`config.mk`:
```
export PLATFORM = sky130hd
export DESIGN_NAME = sm83_bus_seq
export DESIGN_NICKNAME = d
export VERILOG_FILES = /design/src/rtl/sm83_bus_seq.sv
export SDC_FILE = /design/constraint.sdc
export NUM_CORES = 1
export LEC_CHECK = 0
export ABC_AREA = 1
export CAP_MARGIN = 15
export CORE_AREA = 2 2 78 80
export CTS_CLUSTER_DIAMETER = 60
export CTS_CLUSTER_SIZE = 10
export DETAILED_ROUTE_END_ITERATION = 8
export DIE_AREA = 0 0 80 82
export PLACE_DENSITY = 0.75
export SLEW_MARGIN = 20
export SYNTH_ARGS = -nofsm -noshare
export SYNTH_HDL_FRONTEND = slang
export SYNTH_SLANG_ARGS = --single-unit
```
`constraint.sdc`:
```
create_clock -name clk -period 2.3 [get_ports clk]
set_input_delay 0.69 -clock clk [delete_from_list [all_inputs] [get_ports clk]]
set_output_delay 0.69 -clock clk [all_outputs]
set_load 0.02 [all_outputs]
```
`src/rtl/sm83_bus_seq.sv`:
```
// sm83_bus_seq
// Bus-cycle sequencer sitting between the core microcode and the external
// memory bus. One memory request is accepted per M-cycle over a valid/ready
// handshake. The sequencer then drives address, write data and rd/wr strobes
// for TSTATES T-states, stretching the last T-state while ext_wait is high
// (bounded by MAX_WAIT), and returns read data with the IE register overlaid.
// It also holds the instruction register (IR) and the CB-prefix bank flag.
//
// Ports
//   clk, reset                 clock, synchronous active-high reset
//   req_valid/req_ready        request handshake (accept when both high)
//   req_write, req_ir          request kind: write / opcode fetch
//   req_addr, req_wdata        request address and write data
//   rsp_valid, rsp_rdata       completion pulse and read data (held after)
//   rsp_tmo                    completion was forced by the wait timeout
//   ext_addr, ext_dout         bus address / write data
//   ext_din                    bus read data
//   ext_rd, ext_wr             bus strobes
//   ext_wait                   stretch request, looked at in last T-state only
//   ie_reg                     IE register, returned for reads of IE_ADDR
//   phase                      one-hot current T-state
//   ir                         instruction register (bypassed on load clock)
//   bank_cb, bank_we, bank_set CB-bank flag and its write port

module sm83_bus_seq #(
    parameter int ADDR_W   = 16,
    parameter int DATA_W   = 8,
    parameter int TSTATES  = 4,
    parameter int MAX_WAIT = 15,
    parameter int HI_CLR   = 8,
    parameter logic [ADDR_W-1:0] IE_ADDR = ADDR_W'('hFFFF)
) (
    input  logic                clk,
    input  logic                reset,
    input  logic                req_valid,
    output logic                req_ready,
    input  logic                req_write,
    input  logic                req_ir,
    input  logic [ADDR_W-1:0]   req_addr,
    input  logic [DATA_W-1:0]   req_wdata,
    output logic                rsp_valid,
    output logic [DATA_W-1:0]   rsp_rdata,
    output logic                rsp_tmo,
    output logic [ADDR_W-1:0]   ext_addr,
    output logic [DATA_W-1:0]   ext_dout,
    input  logic [DATA_W-1:0]   ext_din,
    output logic                ext_rd,
    output logic                ext_wr,
    input  logic                ext_wait,
    input  logic [DATA_W-1:0]   ie_reg,
    output logic [TSTATES-1:0]  phase,
    output logic [DATA_W-1:0]   ir,
    output logic                bank_cb,
    input  logic                bank_we,
    input  logic                bank_set
);

    localparam int WCNT_W = $clog2(MAX_WAIT + 1);
    localparam logic [WCNT_W-1:0] WAIT_LIMIT = WCNT_W'(MAX_WAIT);
    localparam logic [TSTATES-1:0] PHASE_FIRST = TSTATES'(1);
    localparam logic [TSTATES-1:0] PHASE_LAST  = PHASE_FIRST << (TSTATES - 1);

    typedef enum logic [1:0] {
        S_IDLE = 2'd0,
        S_RD   = 2'd1,
        S_WR   = 2'd2
    } state_t;

    state_t                r_state;
    logic [TSTATES-1:0]    r_phase;
    logic [WCNT_W-1:0]     r_wait_cnt;
    logic [ADDR_W-1:0]     r_addr;
    logic [DATA_W-1:0]     r_dout;
    logic                  r_rd;
    logic                  r_wr;
    logic                  r_fetch;
    logic [DATA_W-1:0]     r_rdata;
    logic [DATA_W-1:0]     r_ir;
    logic                  r_bank_cb;

    logic                  w_last;
    logic                  w_busy;
    logic                  w_stall;
    logic                  w_complete;
    logic                  w_rd_done;
    logic                  w_ready;
    logic                  w_accept;
    logic [DATA_W-1:0]     w_rdata;
    logic [ADDR_W-1:0]     w_keep_mask;

    // Address bits that survive the end of a cycle; the top HI_CLR bits
    // are dropped so the bus shows only the low part between cycles.
    generate
        for (genvar gi = 0; gi < ADDR_W; gi++) begin : g_keep
            assign w_keep_mask[gi] = (gi < ADDR_W - HI_CLR) ? 1'b1 : 1'b0;
        end
    endgenerate

    assign w_last     = r_phase[TSTATES-1];
    assign w_busy     = (r_state != S_IDLE);
    // Stretch the last T-state while the bus asks for it and budget remains.
    assign w_stall    = w_busy && w_last && ext_wait && (r_wait_cnt < WAIT_LIMIT);
    // Reset wins over a completion falling on the same clock: no response.
    assign w_complete = !reset && w_busy && w_last && !w_stall;
    assign w_rd_done  = w_complete && (r_state == S_RD);
    assign w_ready    = w_last && (!w_busy || w_complete);
    assign w_accept   = !reset && req_valid && w_ready;
    assign w_rdata    = (r_addr == IE_ADDR) ? ie_reg : ext_din;

    assign req_ready  = w_ready;
    assign rsp_valid  = w_complete;
    // ext_wait still high at completion means the budget ran out.
    assign rsp_tmo    = w_complete && ext_wait;
    assign rsp_rdata  = w_rd_done ? w_rdata : r_rdata;
    assign ir         = (w_rd_done && r_fetch) ? w_rdata : r_ir;
    assign ext_addr   = r_addr;
    assign ext_dout   = r_dout;
    assign ext_rd     = r_rd;
    assign ext_wr     = r_wr;
    assign phase      = r_phase;
    assign bank_cb    = r_bank_cb;

    always_ff @(posedge clk) begin
        if (reset) begin
            r_state    <= S_IDLE;
            r_phase    <= PHASE_LAST;
            r_wait_cnt <= '0;
            r_addr     <= '0;
            r_dout     <= '0;
            r_rd       <= 1'b0;
            r_wr       <= 1'b0;
            r_fetch    <= 1'b0;
            r_rdata    <= '0;
            r_ir       <= '0;
            r_bank_cb  <= 1'b0;
        end else begin
            if (bank_we) begin
                r_bank_cb <= bank_set;
            end

            if (w_accept) begin
                r_phase <= PHASE_FIRST;
            end else if (!w_stall) begin
                r_phase <= {r_phase[TSTATES-2:0], r_phase[TSTATES-1]};
            end

            if (w_stall) begin
                r_wait_cnt <= r_wait_cnt + WCNT_W'(1);
            end else if (w_complete) begin
                r_wait_cnt <= '0;
            end

            if (w_rd_done) begin
                r_rdata <= w_rdata;
                if (r_fetch) begin
                    r_ir <= w_rdata;
                end
            end

            // A new accept overrides the end-of-cycle address clear so that
            // back-to-back cycles keep the full new address.
            if (w_accept) begin
                r_addr  <= req_addr;
                r_state <= req_write ? S_WR : S_RD;
                r_rd    <= !req_write;
                r_wr    <= req_write;
                r_fetch <= !req_write && req_ir;
                if (req_write) begin
                    r_dout <= req_wdata;
                end
            end else if (w_complete) begin
                r_addr  <= r_addr & w_keep_mask;
                r_state <= S_IDLE;
                r_rd    <= 1'b0;
                r_wr    <= 1'b0;
                r_fetch <= 1'b0;
            end
        end
    end

endmodule

```
## Word-level counts from Yosys, hierarchy flattened

Index checks and enable logic that the tools add are counted.

| storage, ports and cells | value |
|---|---|
| input bits | 48 |
| flip-flop bits (word level) | 54 |
| logic and storage cells | 58 |

| cells by class | value |
|---|---|
| add/sub/neg operators | 1 |
| equality and inequality tests | 3 |
| $lt $le $gt $ge | 1 |
| multiplexer cells | 16 |
| reductions and logical operators | 24 |

Operators by type and width:

| operator | count |
|---|---|
| two-way mux 16 bit | 2 |
| two-way mux 8 bit | 3 |
| == test 16 bit (second input constant) | 1 |
| two-way mux 4 bit | 4 |
| logical AND 1 bit | 13 |
| two-way mux 2 bit | 3 |
| nonzero test 2 bit | 3 |
| adder 4 x 1 -> 4 bit (second input constant) | 1 |
| zero test 1 bit | 4 |
| less-than comparator 4 bit (second input constant) | 1 |
| two-way mux 1 bit | 4 |
| AND reduction 2 bit | 2 |
| == test 2 x 1 -> 1 bit (second input constant) | 1 |
| != test 2 x 1 -> 1 bit (second input constant) | 1 |
| OR reduction 2 bit | 1 |
| logical OR 1 bit | 1 |

## Logic depth before layout (Yosys ltp)

Gate-level depths: netlist (run 1).

| depth | value |
|---|---|
| word-level depth | 10 |
| gate-level depth with buffers | 9 |
| mapped depth without buffers | 9 |

## Least setup slack after synthesis (run 1)

Ideal clock, no wire load.

| timing path | value |
|---|---|
| kind | input to output |
| start point | in reset |
| end point | out ir[0] |
| path slack | -0.020 ns |
| stages on the path | 9 |
| data arrival time | 1.630 ns |
| data required time | 1.610 ns |
| path through | inv_2 -> nand2_2 -> nor2_4 -> nand3_4 -> nor2_4 -> inv_1 -> nand2_1 -> nand2_1 -> inv_1 |

| between the ends | value |
|---|---|
| word-level cells in the longest chain between the ends | 7 |

RTL lines:

| what | line | source |
|---|---|---|
| from (decl) | 34 | `input logic reset,` |
| zero test 1 bit | 104 | `assign w_complete = !reset && w_busy && w_last && !w_stall;` |
| logical AND 1 bit (3 in a row) | 104 |  |
| logical AND 1 bit | 105 | `assign w_rd_done = w_complete && (r_state == S_RD);` |
| logical AND 1 bit | 115 | `assign ir = (w_rd_done && r_fetch) ? w_rdata : r_ir;` |
| two-way mux 8 bit | 115 |  |
| to (decl) | 52 | `output logic [DATA_W-1:0] ir,` |

No other way between the ends.

## Worst setup path after layout (run 1)

| timing path | value |
|---|---|
| start point | reg r_addr[1], in the netlist ext_addr[1] |
| end point | out rsp_rdata[4] |

| between the ends | value |
|---|---|
| word-level cells in the longest chain between the ends | 3 |

RTL lines:

| what | line | source |
|---|---|---|
| from (decl) | 72 | `logic [ADDR_W-1:0] r_addr;` |
| from (signal assigned) | 163 | `r_addr <= req_addr;` |
| from (signal assigned) | 172 | `r_addr <= r_addr & w_keep_mask;` |
| == test 16 bit | 108 | `assign w_rdata = (r_addr == IE_ADDR) ? ie_reg : ext_din;` |
| two-way mux 8 bit | 108 |  |
| two-way mux 8 bit | - |  |
| to (decl) | 42 | `output logic [DATA_W-1:0] rsp_rdata,` |

No other way between the ends.

==> flow_metrics.env, run 1 <==
export IMPL_status="finished with violations"
export IMPL_violations="setup timing"
export IMPL_use_met1=0.246
export IMPL_start_util=0.415
export IMPL_finalCritPeriodShare=1.05
export IMPL_drtIter0Drc=82
export IMPL_dr_pass1_iters=4
export IMPL_die_w_um=80
export IMPL_die_area_sq_um=6560
export IMPL_use_met3=0.0582
export IMPL_fin_skew_ns=0.0116
export IMPL_max_cap_violations=0
export IMPL_overflow=0
export IMPL_grt_pass1_vias=2581
export IMPL_rr_worst_depth=14
export IMPL_detail_route_wl_per_cell_um=13.1
export IMPL_drt_total_wl_mm=7.62
export IMPL_cts_root_buf="clkbuf_8"
export IMPL_cts_hold_buf=0
export IMPL_grt_pass1_wl_mm=11.5
export IMPL_drive_above_1_share=0.394
export IMPL_numCtsBuffers=5
export IMPL_antenna_found_initial=0
export IMPL_port_buffers=97
export IMPL_fp_coreArea_sq_um=5750
export IMPL_place_ws_ns=-0.937
export IMPL_required_ns=1.61
export IMPL_hold_violations=0
export IMPL_gp_congestion=0.823
export IMPL_worst_pin_slew_ns=0.394
export IMPL_syn_area_sq_um=2380
export IMPL_track_usage=0.222
export IMPL_fillerInstances=458
export IMPL_finalSetupViolations=16
export IMPL_nets=554
export IMPL_hold_path_class="flip-flop to flip-flop"
export IMPL_final_max_slew_viol_count=0
export IMPL_holdPathStages=2
export IMPL_grt_use_met2=0.413
export IMPL_ctsLongestPathBuffers=2
export IMPL_clkSlewWorstSetupHoldPaths_ns=0.09
export IMPL_ant_nets=0
export IMPL_critPathCaptureType="output pin"
export IMPL_start_kind="flip-flop"
export IMPL_netlist_instances=342
export IMPL_path_max_fanout=8
export IMPL_vias_per_cell=4.68
export IMPL_crit_arrival_ns=1.73
export IMPL_setup_tns_ns=-1.57
export IMPL_clk_latency_ns=0.31
export IMPL_grt_max_degree=30
export IMPL_n_antenna_cell=0
export IMPL_timing_final_crit_period_ns=2.42
export IMPL_synth_warnings=0
export IMPL_multi_input_area_sq_um=1470
export IMPL_top_usage_layer="met2"
export IMPL_peakVddDrop_mv=0.440
export IMPL_ys_ff_latch=52
export IMPL_regArea_sq_um=1050
export IMPL_drc=0
export IMPL_rsz0062_at_grt="yes"
export IMPL_synth_area_per_cell_sq_um=6.97
export IMPL_vias=2713
export IMPL_synthesis_nets=391
export IMPL_leakagePower_uw=0.00197
export IMPL_rows=28
export IMPL_p_per_area_nw_per_um2=427
export IMPL_worst_slack_ns=-0.124
export IMPL_htreeDepth=2
export IMPL_fp_dieH_um=82
export IMPL_synth_seq_area_share=0.437
export IMPL_timing_fmax_mhz=413
export IMPL_cts_tree="built"
export IMPL_crit_type="flip-flop to output pin"
export IMPL_clkSinkCount=52
export IMPL_pin_count=98
export IMPL_synth_cell_type_count=29
export IMPL_dp_hpwl_mm=5.06
export IMPL_slew_limit_headroom=0.736
export IMPL_area_delta_synth_final_pct=84.5
-- stage by stage --
| step | total power (uW) | hold WS (ns) | cells | cell area, sq um | util |
|---|---|---|---|---|---|
| after floorplan | 1150 | 0.446 | 342 | 2380 | - |
| after global placement | 1390 | 0.464 | 559 | 3820 | 0.665 |
| after detailed placement | 1390 | 0.471 | 559 | 3820 | 0.665 |
| after CTS | 1870 | 0.484 | 576 | 4110 | 0.715 |
| after global routing | 1960 | 0.514 | 580 | 4400 | 0.766 |
| final | 1880 | 0.483 | 580 | 4400 | 0.766 |
-- synth_stat cells --
| master | instances | area, sq um |
|---|---|---|
| a21boi_4 | 1 | 18.8 |
| buf_4 | 2 | 15.0 |
| nand3_1 | 43 | 215 |
| inv_1 | 45 | 169 |
| o31ai_1 | 1 | 7.51 |
| dfxtp_1 | 52 | 1040 |
| nand3_4 | 2 | 35.0 |
| nor2_2 | 1 | 6.26 |
| o21ai_2 | 1 | 8.76 |
| nand2_4 | 2 | 22.5 |
| or2_1 | 1 | 6.26 |
| ha_1 | 1 | 12.5 |
| buf_1 | 2 | 7.51 |
| or2_2 | 8 | 50.1 |
| buf_2 | 2 | 10.0 |
| and3_1 | 1 | 6.26 |
| nor2_1 | 36 | 135 |
| clkbuf_1 | 4 | 15.0 |
| nor3_1 | 1 | 5.00 |
| nand4_1 | 1 | 6.26 |
| nand2_1 | 97 | 364 |
| o21ai_0 | 19 | 95.1 |
| inv_2 | 2 | 7.51 |
| a21oi_1 | 8 | 40.0 |
| nand3_2 | 2 | 20.0 |
| o21ai_1 | 2 | 10.0 |
| nor2_4 | 3 | 33.8 |
| buf_8 | 1 | 15.0 |
| nand2_2 | 1 | 6.26 |
-- placed cells by master (no fill, tap or decap), types with 12 or more instances in the layout --
master and count:
nor2_1 31, nand2_1 67, inv_2 12, buf_4 73
clkdlybuf4s50_1 76, inv_1 32, nand3_1 30, nand2_2 25
dfxtp_1 43
-- cell families (layout without fill, tap and decap cells) --
kind of cell    after synthesis  count (layout)  synth area share
compound gates               32              32            0.0756
fa+ha+maj                     1               1           0.00525
buf+inv                      58             221             0.100
flops                        52              52             0.437
simple gates                199             199             0.382
-- state kept, by name, indices dropped and copies added, names as in the netlist --
signal and count:
r_wait_cnt 4, phase 4, r_rdata 8, bank_cb 1, r_ir 8, ext_addr 16
r_fetch 1, ext_rd 1, ext_dout 8, r_state 1
-- metal layers --
| metal | part of all wire | vias to the layer above |
|---|---|---|
| li1 | - | 1382 |
| met1 | 0.39 | 1220 |
| met2 | 0.53 | 99 |
| met3 | 0.067 | 12 |
| met4 | 0.019 | 0 |
| met5 | 0 | - |
-- worst paths after layout --
check,startpoint,to,slack (ns)
hold reg to reg,phase[1]$_SDFFE_PP0N_,phase[1]$_SDFFE_PP0N_,0.48
setup reg to reg,r_wait_cnt[0]$_SDFFE_PP0P_,r_ir[4]$_SDFFE_PP0N_,0.50
hold / removal,phase[1]$_SDFFE_PP0N_,phase[1]$_SDFFE_PP0N_,0.48
setup / recovery,ext_addr[1]$_SDFFE_PP0P_,rsp_rdata[4],-0.12
-- critical path, stage by stage, from the launching register on --
cell	delay [ns]
dfxtp_1	0.34
nand2_1	0.06
nor2_1	0.14
nand2_2	0.11
buf_8	0.18
o21ai_4	0.22
nand3_2	0.11
nand2_2	0.09
inv_2	0.03
buf_4	0.15
-- timing repair --
item	CTS	global route
pin swaps	14	31
setup endpoints to repair	19	18
endpoints found under the hold margin	0	0
cloned	0	0
setup buffers	10	4
resized for setup	151	73
-- power breakdown --
part           total (uW)  internal, uW  switching [uW]
Sequential            961           939            22.4
Clock                 483           207             276
Combinational         435           227             208
-- cell type report --
cell class | instances | share of cell area
repair buffers | 167 | 0.346
multi-input cells | 232 | 0.334
flip-flops and latches | 52 | 0.239
inverters | 47 | 0.0424
well taps | 75 | 0.0213
clock buffers | 6 | 0.0165
clock inverters | 1 | 0.00114
(Power assumes the default switching activity.)
==> run 2, diff against run 1 <==
--- a/config.mk
+++ b/config.mk
@@ -7,12 +7,13 @@
 export LEC_CHECK = 0
 export ABC_AREA = 1
 export CAP_MARGIN = 15
-export CORE_AREA = 2 2 78 80
+export CORE_AREA = 2 2 81 83
+export CTS_BUF_LIST = sky130_fd_sc_hd__clkbuf_2
 export CTS_CLUSTER_DIAMETER = 60
 export CTS_CLUSTER_SIZE = 10
 export DETAILED_ROUTE_END_ITERATION = 8
-export DIE_AREA = 0 0 80 82
-export PLACE_DENSITY = 0.75
+export DIE_AREA = 0 0 83 85
+export PLACE_DENSITY = 0.7
 export SLEW_MARGIN = 20
 export SYNTH_ARGS = -nofsm -noshare
 export SYNTH_HDL_FRONTEND = slang
==> run 2 against run 1 <==
Compared with the run above: the flow still finishes with violations (setup timing); via count grew 7.4%; worst setup slack worse by 0.23 ns; total power down 5.0%; count of clock-buffer cells in the layout increased by 1; clock skew increased by 0.023 ns; first-iteration DRC count down 3.7%; critical path depth rose by 1; global-route usage is 0.43 points higher; cell count increased by 6.2%; largest power group unchanged.
==> flow_metrics.env, run 2 (same netlist as run 1, synthesis figures left out) <==
export IMPL_status="finished with violations"
export IMPL_violations="setup timing"
export IMPL_start_kind="flip-flop"
export IMPL_ant_nets=0
export IMPL_die_w_um=83
export IMPL_leakagePower_uw=0.00223
export IMPL_cts_root_buf="clkbuf_2"
export IMPL_antenna_found_initial=0
export IMPL_crit_type="flip-flop to output pin"
export IMPL_pwr_share_clk=0.209
export IMPL_drive_above_1_share=0.453
export IMPL_final_max_slew_viol_count=0
export IMPL_regArea_sq_um=1060
export IMPL_hold_violations=0
export IMPL_pwr_share_comb=0.250
export IMPL_clkSlewWorstSetupHoldPaths_ns=0.26
export IMPL_timing_final_crit_period_ns=2.66
export IMPL_crit_arrival_ns=1.97
export IMPL_p_switching_uw=521
export IMPL_finalSetupViolations=20
export IMPL_htreeDepth=2
export IMPL_multi_input_area_sq_um=1490
export IMPL_n_antenna_cell=0
export IMPL_place_ws_ns=-0.938
export IMPL_rsz0062_at_grt="yes"
export IMPL_area_delta_synth_final_pct=98.5
export IMPL_finalCritPeriodShare=1.15
export IMPL_clkSinkCount=52
export IMPL_largest_register_ffs=16
export IMPL_drt_total_wl_mm=8.53
export IMPL_grt_max_degree=30
export IMPL_required_ns=1.61
export IMPL_sw_frac_of_total=0.292
export IMPL_vias_per_cell=4.73
export IMPL_hold_path_class="flip-flop to flip-flop"
export IMPL_dpl_cell_area_sq_um=3840
export IMPL_overflow=0
export IMPL_fin_skew_ns=0.0348
export IMPL_start_util=0.384
export IMPL_final_common_cell="buf_4"
export IMPL_dp_hpwl_mm=5.05
export IMPL_cts_hold_buf=0
export IMPL_slew_limit_headroom=0.767
export IMPL_clk_latency_ns=0.44
export IMPL_drc=0
export IMPL_dr_pass1_iters=4
export IMPL_worst_slack_ns=-0.356
export IMPL_track_usage=0.226
export IMPL_worst_pin_slew_ns=0.349
export IMPL_cts_tree="built"
export IMPL_numCtsBuffers=5
export IMPL_vias=2914
export IMPL_timing_fmax_mhz=376
export IMPL_rows=29
export IMPL_nets=587
export IMPL_p_int_uw=1260
export IMPL_dp_cells=565
export IMPL_peakVddDrop_mv=0.363
export IMPL_fp_coreArea_sq_um=6200
export IMPL_fin_area_sq_um=4730
export IMPL_layout_common_cells="82 x buf_4, 69 x clkdlybuf4s50_1, 65 x nand2_1"
export IMPL_grt_pass1_vias=2918
export IMPL_critPathCaptureType="output pin"
export IMPL_detail_route_wl_per_cell_um=13.9
export IMPL_port_buffers=97
export IMPL_pwr_share_seq=0.541
export IMPL_gp_congestion=0.782
export IMPL_p_per_area_nw_per_um2=377
export IMPL_path_max_fanout=7
export IMPL_fillerInstances=456
export IMPL_fin_cells=616
export IMPL_fp_dieH_um=85
export IMPL_max_cap_violations=0
export IMPL_drtIter0Drc=79
export IMPL_die_area_sq_um=7060
export IMPL_ctsLongestPathBuffers=2
export IMPL_grt_pass1_wl_mm=13.3
export IMPL_pin_count=98
[run 2: cell types whose count changed in the layout (fill, tap and decap cells not counted), moves of 5 or more]
cell,before,now
buf_4,73,82
buf_6,9,37
clkbuf_2,0,7
clkbuf_8,5,0
clkdlybuf4s50_1,76,69
dfxtp_1,43,37
dfxtp_2,9,15
nand2_2,25,19
nand2_4,8,15
o21ai_4,8,3
[run 2: timing repair]
action                                 CTS  global route
endpoints found under the hold margin    0             0
gates cloned                             0             0
buffers inserted                        36            13
gates resized for setup                188            82
setup endpoints to repair               22            25
pin swaps                               23            23
[run 2: path summary, 6_finish.rpt]
path                                                 start                    end  slack [ns]  cells past startpoint
worst max-delay path            r_wait_cnt[1]$_SDFFE_PP0P_                  ir[7]       -0.36                     10
worst min register to register       phase[1]$_SDFFE_PP0N_  phase[1]$_SDFFE_PP0N_        0.51                      2
worst max register to register    ext_addr[0]$_SDFFE_PP0P_   r_ir[5]$_SDFFE_PP0N_       -0.12                     20
worst min-delay path                 phase[1]$_SDFFE_PP0N_  phase[1]$_SDFFE_PP0N_        0.51                      2
[run 2: critical path, stage by stage, from the launching register on]
cell     delay, ns
dfxtp_2       0.41
ha_4          0.15
nand3_4       0.08
nand2_4       0.09
nand3_4       0.10
nor2_4        0.17
buf_12        0.18
nand3_4       0.10
nand2_4       0.08
inv_2         0.04
buf_6         0.12
[run 2: per-stage QoR]
stage	TNS [ns]	total power [uW]	hold slack (ns)	util
after detailed placement	-20.96	1400	0.479	0.619
after floorplan	0	1150	0.446	-
after CTS	-5.48	1780	0.510	0.710
after global routing	-7.85	1870	0.534	0.763
after global placement	-19.63	1390	0.468	0.619
final	-5.26	1780	0.508	0.763
[run 2: power by group through the flow]
stage	clock (uW)	sequential (uW)	combinational, uW
after floorplan	0	1030	127
after global placement	0	977	413
after detailed placement	0	978	417
after CTS	386	963	432
after global routing	424	971	477
final	373	966	445
[run 2: metal layers]
metal / global-route usage / wire [um] / vias up
li1: - / - / 1461
met1: 0.258 / 3340 / 1326
met2: 0.419 / 4440 / 106
met3: 0.0525 / 507 / 21
met4: 0.0700 / 243 / 0
met5: 0 / 0 / -
[run 2: final cells by class]
type / instances / share of cell area
Sequential cell: 52 / 0.224
Timing Repair Buffer: 200 / 0.393
Inverter: 47 / 0.0394
Clock buffer: 7 / 0.00740
Tap cell: 77 / 0.0203
Clock inverter: 1 / 0.00185
Multi-Input combinational cell: 232 / 0.314
==> variant (config.mk and constraints of run 2) <==
Change the parameter `DATA_W` from 8 to 6.
--- a/src/rtl/sm83_bus_seq.sv
+++ b/src/rtl/sm83_bus_seq.sv
@@ -25,5 +25,5 @@
 module sm83_bus_seq #(
     parameter int ADDR_W   = 16,
-    parameter int DATA_W   = 8,
+    parameter int DATA_W   = 6,
     parameter int TSTATES  = 4,
     parameter int MAX_WAIT = 15,
Interface: changed (6 resized); port bits go from 98 to 86. No check against the original RTL was run, so the function may have changed too.
==> variant against run 2 <==
Design area shrank 21%. Power is 11% lower. Wire length is 26% lower. Sequential power is 11% lower. Area after synthesis decreased by 15%. Critical path type is now in -> out. Clock power decreased by 14%. Highest routed layer unchanged. Global-route usage fell by 5.3 points. Sequential cell count is 6 lower. Combinational power is 8.3% lower. Worst setup slack better by 0.13 ns. The run still ends with setup timing left. Largest cell class unchanged.
==> variant: results (changes against run 2) <==
[outcome]
status=complete, but fails checks  ; unchanged
violations=setup timing  ; unchanged

[yosys]
synthAdderAreaFrac_pct=0.615  ; was 0.525%
syn_avg_cell_area_um2=6.83  ; was 6.97 um2
ys_seq_area_share_pct=45.2  ; was 43.7%
synth_compound_gate_area_share_pct=8.17  ; was 7.56%
synth_cell_type_count=24  ; was 29
synth_area_leaders=dfxtp_1 45%, nand2_1 17%, nand3_1 8.1%  ; was dfxtp_1 44%, nand2_1 15%, nand3_1 9.0%

[global_route]
grt_util_met3_pct=3.89  ; was 5.25%
grtUsageMet2_pct=30.4  ; was 41.9%
grt_pass1_wl_um=10200  ; was 13,300 um
grtUsageMet1_pct=22.0  ; was 25.8%
grt_max_degree=24  ; was 30

[routing]
drt_iter0_markers=77  ; was 79
wl_per_cell_um=12.2  ; was 13.9 um
route.met3.wl_um=314  ; was 507 um
met2_wirelength_um=3150  ; was 4440 um
viasPerCell=4.62  ; was 4.73
wirelength_um=6330  ; was 8530 um
wl_met1_um=2800  ; was 3340 um

[place]
portBuffers=85  ; was 97
placed_cells=499  ; was 565
post-place-ws_ns=-1.05  ; was -0.938 ns
placed_cell_area_um2=3300  ; was 3840 um2
routabilityCongestion=0.797  ; was 0.782

[timing]
fin_ws_ns=-0.223  ; was -0.356 ns
relSlewSlack_pct=81.4  ; was 76.7%
fin_skew_ns=0.00439  ; was 0.0348 ns
setup_viol=14  ; was 20
tns_ns=-2.22  ; was -5.26 ns

[setup_path]
reg2reg_depth=13  ; was 20
timing.rr.start=r_wait_cnt[0]  ; was ext_addr[0]
critPathMaxFanout=6  ; was 7
r2r_end=ext_addr[1]  ; was r_ir[5]

[power]
total_power_mw=1.59  ; was 1.78 mW
p_sw_mw=0.470  ; was 0.521 mW

[hold_path]
hold_end=r_wait_cnt[0]  ; was phase[1]
worstHoldStart=r_wait_cnt[0]  ; was phase[1]
hold_depth=1  ; was 2

[cells_and_area]
drive_gt1_share_pct=38.4  ; was 45.3%
layout.nets=485  ; was 587

[clock_network]
clkTransAtPathRegs_ns=0.22  ; was 0.26 ns

variant: cell types whose count changed after synthesis, sizes merged:
cell / before / now
buf: 7 / 4
nand2: 100 / 94
or2: 9 / 7
nor2: 40 / 34
o21ai: 22 / 20
dfxtp: 52 / 46
nand3: 47 / 35
inv: 47 / 40
variant: area by class of cell:
cell class	count	area [um2]
Clock buffer	5	25.0
Clock inverter	3	11.3
Fill cell	581	2480
Inverter	40	160
Multi-Input combinational cell	204	1140
Sequential cell	46	945
Tap cell	77	96.3
Timing Repair Buffer	145	1350
variant: what timing repair did:
action	CTS	global route
pin swaps	16	21
buffers inserted	7	6
setup endpoints to repair	15	18
gates resized for setup	128	66
variant: worst max path at each step:
stage	from	to	slack, ns	cells past startpoint
after floorplan	reset	ir[0]	-0.02	9
after global placement	reset	rsp_rdata[5]	-1.0	10
after detailed placement	reset	rsp_rdata[4]	-1.05	10
after CTS	r_wait_cnt[1]	ir[5]	-0.25	10
after global routing	r_wait_cnt[1]	ir[3]	-0.36	10
final	reset	ir[3]	-0.22	11
